File: config.mk
export PLATFORM = sky130hd
export DESIGN_NAME = matrix_seq_ctrl
export DESIGN_NICKNAME = d
export VERILOG_FILES = /design/src/rtl/matrix_seq_ctrl_pkg.sv /design/src/rtl/matrix_seq_addr_gen.sv /design/src/rtl/matrix_seq_ctrl.sv
export SDC_FILE = /design/constraint.sdc
export NUM_CORES = 1
export LEC_CHECK = 0
export ABC_AREA = 1
export CAP_MARGIN = 20
export CORE_MARGIN = 4
export CORE_UTILIZATION = 35
export CTS_CLUSTER_SIZE = 20
export DETAILED_ROUTE_END_ITERATION = 6
export HOLD_SLACK_MARGIN = 0.02
export PLACE_DENSITY_LB_ADDON = 0.3
export SYNTH_ARGS = -nofsm -noshare
export SYNTH_HDL_FRONTEND = slang
export SYNTH_SLANG_ARGS = --single-unit
export TNS_END_PERCENT = 50
File: constraint.sdc
create_clock -name clk -period 17.48 [get_ports clk]
set_input_delay 1.748 -clock clk [delete_from_list [all_inputs] [get_ports clk]]
set_output_delay 1.748 -clock clk [all_outputs]
set_load 0.01 [all_outputs]
File: src/rtl/matrix_seq_ctrl_pkg.sv
// Shared types and constants for the matrix multiply sequencer.
package matrix_seq_ctrl_pkg;

  typedef enum logic [2:0] {
    S_IDLE,
    S_RD,
    S_MUL,
    S_WR,
    S_DONE
  } state_t;

  localparam int MAT_COLS    = 4;
  localparam int IDX_W       = 2;   // row/word index width, covers up to 4 rows and MAT_COLS words
  localparam int ROW_STRIDE  = 16;
  localparam int WORD_STRIDE = 4;

endpackage

File: src/rtl/matrix_seq_addr_gen.sv
// Combinational A-row read address and C-word write address from latched bases.
module matrix_seq_addr_gen
  import matrix_seq_ctrl_pkg::*;
#(
  parameter int AW = 32
) (
  input  logic [AW-1:0]    base_a,
  input  logic [AW-1:0]    base_c,
  input  logic [IDX_W-1:0] row,
  input  logic [IDX_W-1:0] word,
  output logic [AW-1:0]    rd_addr,
  output logic [AW-1:0]    wr_addr
);

  // Plain modular adds: unaligned base bits [1:0] pass straight through.
  assign rd_addr = base_a + AW'(WORD_STRIDE) * AW'(row);
  assign wr_addr = base_c + AW'(ROW_STRIDE) * AW'(row) + AW'(WORD_STRIDE) * AW'(word);

endmodule

File: src/rtl/matrix_seq_ctrl.sv
// EX-stage matrix multiply sequencer: per row of A fetch a line, run the
// datapath for one cycle, write four product words to C; stalls the pipe meanwhile.
module matrix_seq_ctrl
  import matrix_seq_ctrl_pkg::*;
#(
  parameter int ROWS    = 4,
  parameter int TIMEOUT = 255,
  parameter int AW      = 32
) (
  input  logic          clk,
  input  logic          rst,
  input  logic          start,
  input  logic          abort,
  input  logic [AW-1:0] base_a,
  input  logic [AW-1:0] base_c,
  output logic          stall_o,
  output logic          busy,
  output logic          done,
  output logic          err,
  output logic          line_req,
  output logic          line_we,
  output logic [AW-1:0] line_addr,
  output logic [31:0]   line_wdata,
  input  logic [31:0]   line_rdata,
  input  logic          line_valid,
  output logic [31:0]   row_line_o,
  output logic          mul_en,
  input  logic [127:0]  mul_result_i
);

  localparam int TW = $clog2(TIMEOUT + 1);

  state_t                     state;
  logic [AW-1:0]              base_a_q, base_c_q, rd_addr, wr_addr;
  logic [IDX_W-1:0]           row, word;
  logic [TW-1:0]              tcnt;
  logic [MAT_COLS-1:0][31:0]  result;
  logic                       xfer, tmo;

  matrix_seq_addr_gen #(.AW(AW)) u_addr (
    .base_a  (base_a_q),
    .base_c  (base_c_q),
    .row     (row),
    .word    (word),
    .rd_addr (rd_addr),
    .wr_addr (wr_addr)
  );

  assign xfer       = line_req & line_valid;
  assign tmo        = line_req & ~line_valid & (tcnt == TW'(TIMEOUT - 1));
  assign stall_o    = busy | (start & (state == S_IDLE));
  assign line_addr  = line_we ? wr_addr : rd_addr;
  assign line_wdata = result[word];

  always_ff @(posedge clk or posedge rst) begin
    if (rst) begin
      state      <= S_IDLE;
      base_a_q   <= '0;
      base_c_q   <= '0;
      row        <= '0;
      word       <= '0;
      tcnt       <= '0;
      result     <= '0;
      busy       <= 1'b0;
      done       <= 1'b0;
      err        <= 1'b0;
      line_req   <= 1'b0;
      line_we    <= 1'b0;
      row_line_o <= '0;
      mul_en     <= 1'b0;
    end else begin
      done   <= 1'b0;
      err    <= 1'b0;
      mul_en <= 1'b0;
      if (abort) begin
        // A transfer accepted in this cycle is dropped along with the sequence.
        state    <= S_IDLE;
        busy     <= 1'b0;
        line_req <= 1'b0;
        line_we  <= 1'b0;
        tcnt     <= '0;
      end else begin
        case (state)
          S_IDLE: if (start) begin
            base_a_q <= base_a;
            base_c_q <= base_c;
            row      <= '0;
            word     <= '0;
            tcnt     <= '0;
            busy     <= 1'b1;
            line_req <= 1'b1;
            line_we  <= 1'b0;
            state    <= S_RD;
          end
          S_RD: begin
            if (xfer) begin
              row_line_o <= line_rdata;
              line_req   <= 1'b0;
              mul_en     <= 1'b1;
              tcnt       <= '0;
              state      <= S_MUL;
            end else if (tmo) begin
              line_req <= 1'b0;
              done     <= 1'b1;
              err      <= 1'b1;
              state    <= S_DONE;
            end else begin
              tcnt <= tcnt + 1'b1;
            end
          end
          S_MUL: begin
            result   <= mul_result_i;
            word     <= '0;
            tcnt     <= '0;
            line_req <= 1'b1;
            line_we  <= 1'b1;
            state    <= S_WR;
          end
          S_WR: begin
            if (xfer) begin
              tcnt <= '0;
              if (word == IDX_W'(MAT_COLS - 1)) begin
                word    <= '0;
                line_we <= 1'b0;
                if (row == IDX_W'(ROWS - 1)) begin
                  line_req <= 1'b0;
                  done     <= 1'b1;
                  state    <= S_DONE;
                end else begin
                  // line_req stays high straight into the next row's read
                  row   <= row + 1'b1;
                  state <= S_RD;
                end
              end else begin
                word <= word + 1'b1;
              end
            end else if (tmo) begin
              line_req <= 1'b0;
              line_we  <= 1'b0;
              done     <= 1'b1;
              err      <= 1'b1;
              state    <= S_DONE;
            end else begin
              tcnt <= tcnt + 1'b1;
            end
          end
          S_DONE: begin
            busy  <= 1'b0;
            state <= S_IDLE;
          end
          default: begin
            busy     <= 1'b0;
            line_req <= 1'b0;
            state    <= S_IDLE;
          end
        endcase
      end
    end
  end

endmodule

### Yosys cells after proc, flatten, opt, wreduce, memory -nomap -nowiden

Index checks and enable logic that the tools add are counted.

* input port bits: 229
* bits in registers: 245

* bitwise logic cells: 7
* add/sub/neg operators: 6
* reduce and logical (&&, ||, !) cells: 17
* $lt $le $gt $ge: 1
* muxes and demuxes: 52
* equal/unequal tests: 18

Operators by type and width (count)
* $add A32 B4 Y32: 2
* $bmux W32 S2: 1
* $mux W32: 2
* $add A32 B6 Y32: 1
* $mux W8: 4
* $mux W1: 24
* $pmux W8 S3: 1
* $mux W3: 7
* $ne A4 B4 Y1 const B: 4
* $mux W2: 6
* $pmux W3 S4: 1
* $reduce_and A4 Y1: 3
* $ne A2 B2 Y1 const B: 5
* $reduce_and A3 Y1: 3
* $add A8 B1 Y8 const B: 1
* $eq A8 B8 Y1 const B: 1
* $reduce_bool A4 Y1: 2
* $eq A3 B2 Y1 const B: 2
* $pmux W2 S3: 1
* $reduce_and A2 Y1: 3
* $reduce_and A6 Y1: 1
* $pmux W1 S5: 1
* $add A2 B1 Y2 const B: 2
* $and A1 B1 Y1: 4
* other kinds (16): 19

### Logic depth before layout (Yosys ltp)

* word-level depth: 7
* depth in mapped cells: 12

### Modules after synthesis

Synthesis repeated with hierarchy kept, for this count alone.

* cell total of the unflattened synthesis: 1348
* area total of the unflattened synthesis: 13187.6 um^2

Modules (own cells, without submodules)
* matrix_seq_ctrl: instances 1, area each 11318.4 um^2, cells each 961, sequential area each 6130.9 um^2
* matrix_seq_addr_gen: instances 1, area each 1869.3 um^2, cells each 387, sequential area each 0.0 um^2

### Worst setup path after synthesis

Ideal clock, no wire load.

* kind: input-to-output
* start point: input start
* end point: output stall_o
* path slack: 13649 ps
* data arrival time: 2083 ps
* cell stages on the path: 2
* cells stage by stage: inv_1 o21ai_0

* longest elaborated chain between the ends: 2

Ends and longest elaborated chain
* from (decl): line matrix_seq_ctrl.sv:12 `input logic start,`
* $and A1 B1 Y1: line matrix_seq_ctrl.sv:51 `assign stall_o = busy | (start & (state == S_IDLE));`
* $or A1 B1 Y1: line matrix_seq_ctrl.sv:51
* to (decl): line matrix_seq_ctrl.sv:16 `output logic stall_o,`

Every way passes these cells.

### Worst setup path after layout

* start point: register row[0]
* end point: output line_addr[22]

* longest elaborated chain between the ends: 3

Ends and longest elaborated chain
* from (decl): line matrix_seq_ctrl.sv:35 `logic [IDX_W-1:0] row, word;`
* from (signal assigned): line matrix_seq_ctrl.sv:131 `row <= row + 1'b1;`
* $add A32 B6 Y32: line matrix_seq_addr_gen.sv:17 `assign wr_addr = base_c + AW'(ROW_STRIDE) * AW'(row) + AW'(WORD_STRIDE) * AW'(word);`
* $add A32 B4 Y32: line matrix_seq_addr_gen.sv:17
* $mux W32 (*): line matrix_seq_ctrl.sv:52 `assign line_addr = line_we ? wr_addr : rd_addr;`
* to (decl): line matrix_seq_ctrl.sv:22 `output logic [AW-1:0] line_addr,`

Mark *: on every way between the ends. The rest lies on a longest branch, timed or not.

==> metrics.md <==
| Metric | Value |
|---|---|
| Final min period | 5.20 ns |
| Worst slew pin tran | 0.934 ns |
| Synth Instances | 1,436 |
| Cts repair resizes | 0 |
| Worst EP arrival | 3.45 ns |
| Final nets | 1,990 |
| Total die area | 0.0410 sq mm |
| Largest net degree at the start of global routing | 101 |
| CP Class | reg -> out |
| Setup crit end kind | primary output |
| Num CTS Buffers | 29 |
| FF+latch count, synth | 245 |
| Total track usage | 19.5% |
| Final Max Slew Viols | 0 |
| Gr ovfl total | 0 |
| Delay of the slowest critical-path stage | 0.53 ns |
| Synth Warn # | 0 |
| Area added between synthesis and finish | 35.7% |
| CTS tree | built |
| Setup bufs post-CTS | 0 |
| Setup TNS | 0 ns |
| Crit-path cells | ha_1 -> inv_1 -> fa_1 -> nand3b_1 -> nor2_2 -> nand2_1 -> nor2_2 -> nand2_1 -> nand2_1 -> nand3_1 -> nand2_1 -> clkdlybuf4s50_1 |
| Worst min path class | reg -> reg |
| Die Y | 202 um |
| Clock root cell | clkbuf_16 |
| LEAKAGE | 8.54 nW |
| Clock skew | 0.00736 ns |
| Depth of the worst register-to-register path | 6 |
| Post-Syn Area | 0.0132 sq mm |
| Die width | 202 um |
| Placed cell count | 2,221 |
| Initial antenna violation count | 5 |
| Maximum vdd drop | 71.8 uV |
| Final core area utilization | 48.6% |
| Max Cap Violations | 0 |
| Register area share after synthesis | 46.3% |
| Routability cong. | 0.904 |
| CTS Hold Bufs | 0 |
| # rows | 70 |
| Core area | 0.0370 sq mm |
| Via density | 4.91 |
| Setup violators final | 0 |
| Crit path top cell by count | nand2_1 |
| Max clock buf depth | 3 |
| Clk sink count | 245 |
| Crit path max fanout | 6 |
| Worst flop-to-flop path startpoint | state[0]$_DFFE_PP0P_ |
| Cell area power density | 127 mW/mm^2 |
| Drt wl/cell | 18.1 um |
| Layout cell share with drive strength beyond 1 | 14.1% |
| Yosys cell types | 38 |
| Pre-Repair DR Iteration Count | 5 |
| # IOs | 332 |
| Max stage delay cell, worst path | clkdlybuf4s50_1 |
| CP endpoint | line_addr[22] |
| Clk Latency, worst-skew pair | 0.57 ns |
| Critical Path Start Type | flip-flop |
| First-pass GRT wire length | 64.8 mm |
| Residual DRC | 0 |
| RR Endpoint | result[99]$_DFFE_PP0P_ |
| Antenna Nets Post-Route | 0 |
| Post-Route WL | 41.2 mm |
| Max Freq | 0.192 GHz |
| Avg Inst Size Synth | 9.22 sq um |
| Worst Setup SP | row[0]$_DFFE_PP0P_ |
| Status | completed |
| RSZ-0062 raised after global routing | no |
| Initial DRC Count | 637 |
| H-tree levels | 1 |
| Initial Utilization | 35.8% |
| Vias in the first global route | 11,600 |
| Clock transition at the registers of the reported paths | 0.06 ns |
| R2R setup slack | 14.83 ns |
| Worst EP required | 15.73 ns |
| Slew HR | 37.7% |
| Final Hold Viols | 0 |
| Port Buffers | 331 |
| Final non-filler cell total | 2,274 |
| Via count | 11,200 |
| CP bufs+invs | 2 |
| Final period utilization | 29.7% |
| Stages on worst setup path | 12 |
| Post-DP HPWL | 30.3 mm |
| CP top delay family | simple AND/OR/NAND/NOR gates |
| Synth Net Count | 1,677 |
[worst min-delay path by stage]
| stage | cells past startpoint | to | slack [ns] | startpoint |
|---|---|---|---|---|
| CTS | 2 | row_line_o[20]$_DFFE_PP0P_ | 0.47 | row_line_o[20]$_DFFE_PP0P_ |
| detailed placement | 2 | row_line_o[16]$_DFFE_PP0P_ | 0.46 | row_line_o[16]$_DFFE_PP0P_ |
| floorplan | 1 | result[100]$_DFFE_PP0P_ | 0.46 | result[100]$_DFFE_PP0P_ |
| finish | 2 | row_line_o[15]$_DFFE_PP0P_ | 0.47 | row_line_o[15]$_DFFE_PP0P_ |
| global placement | 2 | row_line_o[16]$_DFFE_PP0P_ | 0.45 | row_line_o[16]$_DFFE_PP0P_ |
| global route | 2 | row_line_o[24]$_DFFE_PP0P_ | 0.49 | row_line_o[24]$_DFFE_PP0P_ |
[kinds of logic (layout without fill, tap and decap cells)]
group,count (synthesis),in the layout,share of synthesized area [%]
buf+inv,129,462,4.85
flops,245,245,46.3
xor+xnor,15,15,0.992
mux,173,173,18.1
fa+ha+maj,12,12,1.25
simple gates,705,705,22.1
other cells,0,1,0
compound gates,157,157,6.43
[per-layer routing]
layer  global-route usage (%)  wire length, um
met5                        0               32
met4                     5.38             1140
met3                     6.79             3820
met2                     32.2            19100
met1                     24.6            17100
[final cells by class]
| class | instances | area (sq um) |
|---|---|---|
| fillers | 3489 | 19000 |
| multi-input cells | 1062 | 6490 |
| flip-flops and latches | 245 | 6130 |
| repair buffers | 343 | 3440 |
| clock buffers | 42 | 865 |
| well taps | 504 | 631 |
| inverters | 68 | 263 |
| clock inverters | 9 | 144 |
| diodes | 1 | 2.50 |
[per-stage QoR]
| step | cell area, sq um | power, mW | worst slack, ns | hold slack, ns |
|---|---|---|---|---|
| after CTS | 17900 | 2.32 | 12.25 | 0.472 |
| after global routing | 18000 | 2.42 | 12.04 | 0.486 |
| after detailed placement | 16900 | 1.66 | 12.64 | 0.458 |
| final | 18000 | 2.29 | 12.28 | 0.468 |
| after floorplan | 13200 | 1.30 | 9.00 | 0.465 |
| after global placement | 16900 | 1.65 | 12.63 | 0.453 |
[cells in the final DEF, fill, tap and decap left out, drive strengths merged, types with 10 or more instances in the layout]
cell and n:
nand2 399, clkdlybuf4s50 331, dfrtp 245, nor2 194
mux2 173, o21ai 89, inv 69, nand3 63
clkbuf 42, o22ai 35, a21oi 26, nand3b 21
nand4 13, buf 12, xor2 10, ha 10
[worst register-to-register path, stage by stage (launching register included)]
cell and delay (ns):
dfrtp_1 0.41, inv_2 0.07, nand2_4 0.11, nor2_2 0.08, nand2_8 0.58, buf_4 0.83
mux2_2 0.44
[where the power goes]
part           internal, mW  switching (mW)  leakage, nW
sequential            0.767           0.147         3.09
combinational         0.445           0.296         4.96
clock                 0.387           0.249        0.491
[Yosys cell counts, drive strengths merged]
library cell | instances | area share, %
nand3 | 63 | 2.4
clkbuf | 28 | 0.79
and2 | 3 | 0.14
o211ai | 1 | 0.057
mux2 | 173 | 18
nor2 | 194 | 5.7
dfrtp | 245 | 46
nand2 | 399 | 11
o21bai | 2 | 0.11
fa | 2 | 0.30
inv | 68 | 1.9
buf | 33 | 2.1
or2 | 4 | 0.19
nor3b | 1 | 0.057
nor3 | 5 | 0.19
o31ai | 2 | 0.11
o21a | 2 | 0.11
nand4 | 13 | 0.61
and3 | 2 | 0.094
xor2 | 10 | 0.66
o21ai | 89 | 3.4
ha | 10 | 0.95
xnor2 | 5 | 0.33
nand3b | 21 | 1.2
o22ai | 35 | 1.7
a21oi | 26 | 0.98
[flip-flops by register name, indices dropped and copies added, names as in the netlist, 2 cells and up]
signal and count:
result 128, base_a_q 32, base_c_q 32, row_line_o 32
tcnt 8, state 3, row 2, word 2
(Power assumes the default switching activity.)
